--- src/rtl/systolic_feed_scheduler.sv ---
// systolic_feed_scheduler: sequences one skewed-operand matrix multiply on the systolic array
// Ports: clk/rst_n (async active-low), start (sampled in IDLE), hold (freezes FEED/DRAIN),
//        a_flat/b_cols_flat operand inputs captured on start, a_edge/b_edge + a_vld/b_vld
//        west/north edge streams, clear_acc, array_en, busy, done. All outputs registered.
module systolic_feed_scheduler #(
    parameter int M          = 6,
    parameter int K          = 6,
    parameter int N          = 6,
    parameter int DATA_WIDTH = 16,
    parameter int PE_LAT     = 2
) (
    input  logic                         clk,
    input  logic                         rst_n,
    input  logic                         start,
    input  logic                         hold,
    input  logic [M*K*DATA_WIDTH-1:0]    a_flat,
    input  logic [N*K*DATA_WIDTH-1:0]    b_cols_flat,
    output logic [M*DATA_WIDTH-1:0]      a_edge,
    output logic [N*DATA_WIDTH-1:0]      b_edge,
    output logic [M-1:0]                 a_vld,
    output logic [N-1:0]                 b_vld,
    output logic                         clear_acc,
    output logic                         array_en,
    output logic                         busy,
    output logic                         done
);
    localparam int DW   = DATA_WIDTH;
    localparam int F    = K + M + N - 2;
    localparam int CMAX = F > PE_LAT ? F : PE_LAT;
    localparam int CW   = $clog2(CMAX + 1);
    typedef enum logic [2:0] {IDLE, CLEAR, FEED, DRAIN, DONE} state_t;
    state_t                  state;
    logic [CW-1:0]           cnt;
    logic [M*K*DW-1:0]       a_st;
    logic [N*K*DW-1:0]       b_st;
    logic [M*DW-1:0]         a_nxt;
    logic [N*DW-1:0]         b_nxt;
    logic [M-1:0]            av_nxt;
    logic [N-1:0]            bv_nxt;
    int                      ft;
    // Edge values are computed for the feed step about to be presented, so they can be registered.
    always_comb begin
        ft     = (state == CLEAR) ? 0 : int'(cnt) + 1;
        a_nxt  = '0;
        b_nxt  = '0;
        av_nxt = '0;
        bv_nxt = '0;
        for (int i = 0; i < M; i++)
            for (int k = 0; k < K; k++)
                if (ft == i + k) begin
                    av_nxt[i]            = 1'b1;
                    a_nxt[i*DW +: DW]    = a_st[(i*K+k)*DW +: DW];
                end
        for (int j = 0; j < N; j++)
            for (int k = 0; k < K; k++)
                if (ft == j + k) begin
                    bv_nxt[j]            = 1'b1;
                    b_nxt[j*DW +: DW]    = b_st[(j*K+k)*DW +: DW];
                end
    end
    always_ff @(posedge clk or negedge rst_n) begin
        if (!rst_n) begin
            state     <= IDLE;
            cnt       <= '0;
            a_st      <= '0;
            b_st      <= '0;
            a_edge    <= '0;
            b_edge    <= '0;
            a_vld     <= '0;
            b_vld     <= '0;
            clear_acc <= 1'b0;
            array_en  <= 1'b0;
            busy      <= 1'b0;
            done      <= 1'b0;
        end else begin
            clear_acc <= 1'b0;
            done      <= 1'b0;
            unique case (state)
                IDLE: if (start) begin
                    a_st      <= a_flat;
                    b_st      <= b_cols_flat;
                    cnt       <= '0;
                    state     <= CLEAR;
                    clear_acc <= 1'b1;
                    busy      <= 1'b1;
                end
                CLEAR: begin
                    state    <= FEED;
                    cnt      <= '0;
                    a_edge   <= a_nxt;
                    b_edge   <= b_nxt;
                    a_vld    <= av_nxt;
                    b_vld    <= bv_nxt;
                    array_en <= 1'b1;
                end
                // A held cycle repeats the current step with array_en low, so each step is consumed once.
                FEED: if (hold) array_en <= 1'b0;
                else if (cnt == CW'(F - 1)) begin
                    state    <= DRAIN;
                    cnt      <= '0;
                    a_edge   <= '0;
                    b_edge   <= '0;
                    a_vld    <= '0;
                    b_vld    <= '0;
                    array_en <= 1'b1;
                end else begin
                    cnt      <= cnt + 1'b1;
                    a_edge   <= a_nxt;
                    b_edge   <= b_nxt;
                    a_vld    <= av_nxt;
                    b_vld    <= bv_nxt;
                    array_en <= 1'b1;
                end
                DRAIN: if (hold) array_en <= 1'b0;
                else if (cnt == CW'(PE_LAT - 1)) begin
                    state    <= DONE;
                    cnt      <= '0;
                    array_en <= 1'b0;
                    busy     <= 1'b0;
                    done     <= 1'b1;
                end else begin
                    cnt      <= cnt + 1'b1;
                    array_en <= 1'b1;
                end
                DONE:    state <= IDLE;
                default: state <= IDLE;
            endcase
        end
    end
endmodule
--- config.mk ---
export PLATFORM = sky130hd
export DESIGN_NAME = systolic_feed_scheduler
export DESIGN_NICKNAME = d
export VERILOG_FILES = /design/src/rtl/systolic_feed_scheduler.sv
export SDC_FILE = /design/constraint.sdc
export NUM_CORES = 2
export LEC_CHECK = 0
export BUFFER_PORTS_ARGS = -buffer_cell sky130_fd_sc_hd__clkbuf_2
export CORE_AREA = 3 3 535 537
export CTS_BUF_LIST = sky130_fd_sc_hd__clkbuf_8
export CTS_CLUSTER_DIAMETER = 80
export DETAILED_ROUTE_END_ITERATION = 16
export DIE_AREA = 0 0 538 540
export PLACE_DENSITY_LB_ADDON = 0.08
export SYNTH_ARGS = -nofsm -noshare
export SYNTH_HDL_FRONTEND = slang
export SYNTH_SLANG_ARGS = --single-unit
--- constraint.sdc ---
create_clock -name clk -period 5.3 [get_ports clk]
set_input_delay 0.265 -clock clk [delete_from_list [all_inputs] [get_ports clk]]
set_output_delay 0.265 -clock clk [all_outputs]
set_load 0.005 [all_outputs]
; Word level (Yosys, flattened, before mapping)
; Cells that the tools add are included.
[op_classes]
div_mod_pow = 0
n_lt_le_gt_ge = 0
add_sub_neg = 2
n_eq_ne = 20
n_reduce_logical = 11
shift = 0
muxes = 143
n_mul = 0
bitwise = 0
[op_table]
columns = operator, count
row1 = two-way mux 16 bit, 72
row2 = two-way mux 96 bit, 4
row3 = one-hot mux 96 bit (2 select lines), 2
row4 = two-way mux 1 bit, 47
row5 = zero test 32 bit, 1
row6 = two-way mux 5 bit, 5
row7 = "== test 6 x 3 -> 1 bit, second input constant", 4
row8 = one-hot mux 5 bit (4 select lines), 1
row9 = "== test 6 x 4 -> 1 bit, second input constant", 3
row10 = two-way mux 6 bit, 3
row11 = two-way mux 3 bit, 5
row12 = "== test 6 x 2 -> 1 bit, second input constant", 2
row13 = one-hot mux 3 bit (4 select lines), 1
row14 = one-hot mux 6 bit (2 select lines), 1
row15 = "!= test 2 bit, second input constant", 5
row16 = AND reduction 4 bit, 2
row17 = "adder 5 x 1 -> 6 bit, second input constant", 1
row18 = "== test 3 x 2 -> 1 bit, second input constant", 2
row19 = "== test 6 x 1 -> 1 bit, second input constant", 1
row20 = "adder 5 x 1 -> 5 bit, second input constant", 1
row21 = "== test 5 x 1 -> 1 bit, second input constant", 1
row22 = "== test 5 x 4 -> 1 bit, second input constant", 1
row23 = AND reduction 5 bit, 1
row24 = AND reduction 2 bit, 2
row25 = other kinds (7), 8
[totals]
ramBits = 0
elab_cells = 187
mem_count = 0
romBits = 0
latch_bits = 0
register_bits = 1362

; Depth between registers and ports, before layout
[depth]
ltp_word = 12
mapped_depth = 14
mapped_depth_nobuf = 10

; Worst setup path after synthesis
; Ideal clock, no wire load.
[synth_timing]
kind = flip-flop to flip-flop
startpoint = register cnt[0]
endpoint = register b_vld[5]
setup_ps = 124
arrival_time_ps = 2690
required_time_ps = 5176
period_less_slack_ps = 2814
path_slack_ps = 2486
stages_incl_launch_ff = 13
path_cell_list = dfrtp_1 > ha_1 > buf_4 > nand3_1 > inv_1 > ha_1 > and3b_1 > mux2_2 > nand2_1 > buf_2 > nand3_1 > o31a_1 > a211o_1
[synth_via]
elab_chain_cells = 12
word_cells_on_any_way = 18
[synth_rtl]
columns = element, line
row1 = "start, declared", 33  ; logic [CW-1:0] cnt;
row2 = "start signal, assigned", 107  ; cnt <= cnt + 1'b1;
row3 = "start signal, assigned", 122  ; cnt <= cnt + 1'b1;
row4 = adder 5 x 1 -> 6 bit, 43  ; ft = (state == CLEAR) ? 0 : int'(cnt) + 1;
row5 = two-way mux 6 bit, 43
row6 = == test 6 x 3 -> 1 bit, 56  ; if (ft == j + k) begin
row7 = two-way mux 1 bit (6 in series), 56
row8 = two-way mux 6 bit, 98  ; else if (cnt == CW'(F - 1)) begin
row9 = two-way mux 6 bit, 97  ; FEED: if (hold) array_en <= 1'b0;
row10 = one-hot mux 6 bit (2 select lines) *, 78  ; unique case (state)
row11 = "end signal, assigned", 93  ; b_vld <= bv_nxt;
row12 = "end signal, assigned", 111  ; b_vld <= bv_nxt;
row13 = "end, declared", 21  ; output logic [N-1:0] b_vld,
; Mark *: on every way between the ends. The rest lies on a longest branch, timed or not. The select of a mux whose other input is x is not followed.
; A chain may end at the register's enable or synchronous reset.

; Final worst setup path
[layout_timing]
startpoint = register cnt[0]
endpoint = register a_edge[90]
[layout_via]
elab_chain_cells = 12
word_cells_on_any_way = 18
[layout_rtl]
columns = element, line
row1 = adder 5 x 1 -> 6 bit, 43
row2 = two-way mux 6 bit, 43
row3 = == test 6 x 3 -> 1 bit, 50  ; if (ft == i + k) begin
row4 = two-way mux 16 bit (6 in series), 50
row5 = two-way mux 96 bit, 98
row6 = two-way mux 96 bit, 97
row7 = one-hot mux 96 bit (2 select lines) *, 78
row8 = "end signal, assigned", 90  ; a_edge <= a_nxt;
row9 = "end signal, assigned", 108  ; a_edge <= a_nxt;
row10 = "end, declared", 18  ; output logic [M*DATA_WIDTH-1:0] a_edge,
; Marks and branches as above.

==> flow_summary.ini <==
[yosys]
synthesis.nets = 8060
synth.distinct_cells = 69
ys_seq_area_share_pct = 57.6
syn_avg_cell_area_um2 = 8.58
yosys_warnings = 0
async_flop_share_pct = 100
synth_flop_cell = dfrtp_1
syn_inst = 6900
ys_ff_latch = 1362
synth_area_mm2 = 0.0592
synth_edf_count = 0

[worst_setup_path]
crit_buf_inv = 2
r2r_slack_ns = 1.12
path_delay_family = simple AND/OR/NAND/NOR gates
path_max_fanout = 123
cpMostUsedCell = nand2b_1
cp_slowest_cell = nor2_4
arrival_ns = 4.96
end_kind = register
crit_path_cell_trace = buf_12 -> ha_4 -> nand2b_1 -> nand2b_1 -> nor2_4 -> buf_4 -> a221oi_1 -> o21ai_0
cp_data_required_time_ns = 6.08
cpPeakStageDelay_ns = 0.84
crit_type = register to register
critPathLaunchType = register

[placement]
dpl_worst_slack_ns = 0.959
hpwl_um = 244000
gp_congestion = 0.874
io_buffers = 1363

[clock_tree]
tritoncts = yes
cts-root-buf = clkbuf_8
clk-insertion-delay-late_ns = 0.92
cts_resized = 0
htree_levels = 5
cts_sinks = 1362
cts_max_path_buffers = 4
numCtsBuffers = 285
path_clk_slew_ns = 0.06

[global_route]
grt_max_degree = 192
grtUsageMet2_pct = 37.7
grt_pass1_vias = 64300
top_usage_layer = met2
grt_overflow = 0
grtUsageTotal_pct = 23.0
met3_usage_pct = 4.40
grt_pass1_wl_um = 482000
antenna_found_initial = 63
grtUsageMet1_pct = 29.4

[floorplan]
io_pins = 1364
initial_core_util_pct = 21.0
die_y_um = 540
coreArea_mm2 = 0.282
die_area_mm2 = 0.291
core.rowCount = 195
die-width_um = 538

[timing]
hold_viol = 0
period_minus_slack_ns = 4.18
fmax_mhz = 239
skew_ns = 0.0647
slew_viol_final = 0
setup_viol = 0
fin_crit_sh_pct = 79.0
relSlewSlack_pct = 21.7
tightest_slew_ns = 1.17
rsz0062_at_grt = no
worst_slack_ns = 1.12
finalSetupTns_ns = 0
hold_slack_ns = 0.129

[finish]
final_common_cell = nand2_1
final_nets = 10800
area_delta_synth_final_pct = 53.1
layout_common_cells = nand2_1, dlygate4sd3_1, clkbuf_2
layout-drive-gt1-share_pct = 20.0

[power_and_ir_drop]
irDropWorstVdd_uv = 346
p_total_w = 0.0495
powerDensity_mw_per_mm2 = 546
leakagePower_nw = 45.3

[drt]
wl_per_cell_um = 25.3
viasPerCell = 4.48
drt-total-wl_um = 345000
firstDrtPassIters = 7
drc = 0
vias = 61000
drt_first_iter_violations = 4341
ant_nets = 0

[flow_run]
drv_cap = 0

[status]
status = completed

[worst_hold_path]
hp-class = input pin to register
logic make-up (layout without fill, tap and decap cells):
logic type / after synthesis / count (layout) / share of synthesized area, %
AND/OR/NAND/NOR: 3873 / 3873 / 25.3
flip-flops: 1362 / 1362 / 57.6
AO/OA/AOI/OAI: 1069 / 1069 / 12.4
buffers and inverters: 553 / 3486 / 3.91
multiplexers: 37 / 37 / 0.702
adder cells (fa/ha/maj): 4 / 4 / 0.0846
XOR/XNOR: 2 / 2 / 0.0423
other: 0 / 42 / 0
cell usage after synthesis, types with 2 or more instances:
master,number,area (um2)
buf_1,16,60.1
a21oi_1,150,751
a22oi_1,78,586
mux2_2,36,405
nand2_1,3557,13400
buf_2,128,641
a31oi_1,9,56.3
a32o_1,2,20.0
nor2_1,138,518
clkbuf_1,344,1290
o211ai_1,3,22.5
nor3_2,4,40.0
and2_1,33,206
inv_1,47,176
a21o_1,3,22.5
a22o_1,28,245
or2_2,3,18.8
o22a_1,2,17.5
ha_1,4,50.1
a222oi_1,54,541
o22ai_1,105,657
a2bb2oi_1,22,193
buf_4,12,90.1
o221ai_1,23,201
o21bai_1,2,15.0
nand3b_1,2,15.0
o31ai_1,45,338
or3_1,34,213
nor2_2,3,18.8
o2bb2ai_1,32,280
a221o_1,33,330
nand3_1,8,40.0
nor3_1,39,195
dfrtp_1,1362,34100
nand2b_1,37,231
nor2b_1,2,12.5
a211oi_1,2,15.0
o21ai_0,283,1420
buf_6,4,45.0
o21ai_1,19,95.1
a221oi_1,163,1430
nand2_2,2,12.5
flip-flops by register name (all words and copies together), names as in the netlist:
| signal | cells |
|---|---|
| done | 1 |
| b_st | 576 |
| b_edge | 96 |
| busy | 1 |
| a_edge | 96 |
| a_st | 576 |
| cnt | 5 |
| b_vld | 6 |
| array_en | 1 |
| clear_acc | 1 |
| state | 3 |
tightest hold or removal path, delay by kind of cell:
family,cells,cell delay [ns]
buffers and inverters,2,0.63
AND/OR/NAND/NOR,2,0.11
area by class of cell:
| type | count | area (um2) |
|---|---|---|
| fillers | 29900 | 191000 |
| flip-flops and latches | 1362 | 34100 |
| multi-input cells | 4985 | 23100 |
| repair buffers | 2946 | 22700 |
| clock buffers | 361 | 4970 |
| well taps | 3743 | 4680 |
| clock inverters | 131 | 802 |
| inverters | 48 | 188 |
| diodes | 42 | 105 |
final timing paths:
path | start | endpoint | cells past startpoint
max | cnt[0] | a_edge[90] | 8
min | a_flat[351] | a_st[351] | 4
max reg2reg | cnt[0] | a_edge[90] | 8
min reg2reg | b_st[505] | b_st[505] | 2
max in group asynchronous | rst_n | a_st[449] | 4
min in group asynchronous | rst_n | b_st[289] | 3
metrics by stage:
step                utilization (%)  instance area (um2)  instances
finish                         32.1                90600      13600
global route                   32.1                90600      13600
CTS                            32.1                90500      13600
detailed placement             24.8                70000      11600
global placement               24.8                70000      11600
floorplan                         -                59200       6900
timing repair:
| action | in CTS | in global routing |
|---|---|---|
| hold buffers | 1467 | 0 |
| buffers inserted | 0 | 0 |
| endpoints found under the hold margin | 1815 | 0 |
power breakdown:
part	internal [W]	switching, W	total [W]	leakage [nW]
Combinational	0.00684	0.0125	0.0194	24.9
Sequential	0.0152	0.00334	0.0185	17.2
Clock	0.00649	0.00515	0.0116	3.30
metal layers:
metal | vias up | part of all wire [%]
met5 | - | 0.051
met4 | 26 | 4.7
met3 | 578 | 5.8
met2 | 2104 | 47
met1 | 30100 | 43
li1 | 28200 | -
Power figures use the tool's default switching activity.
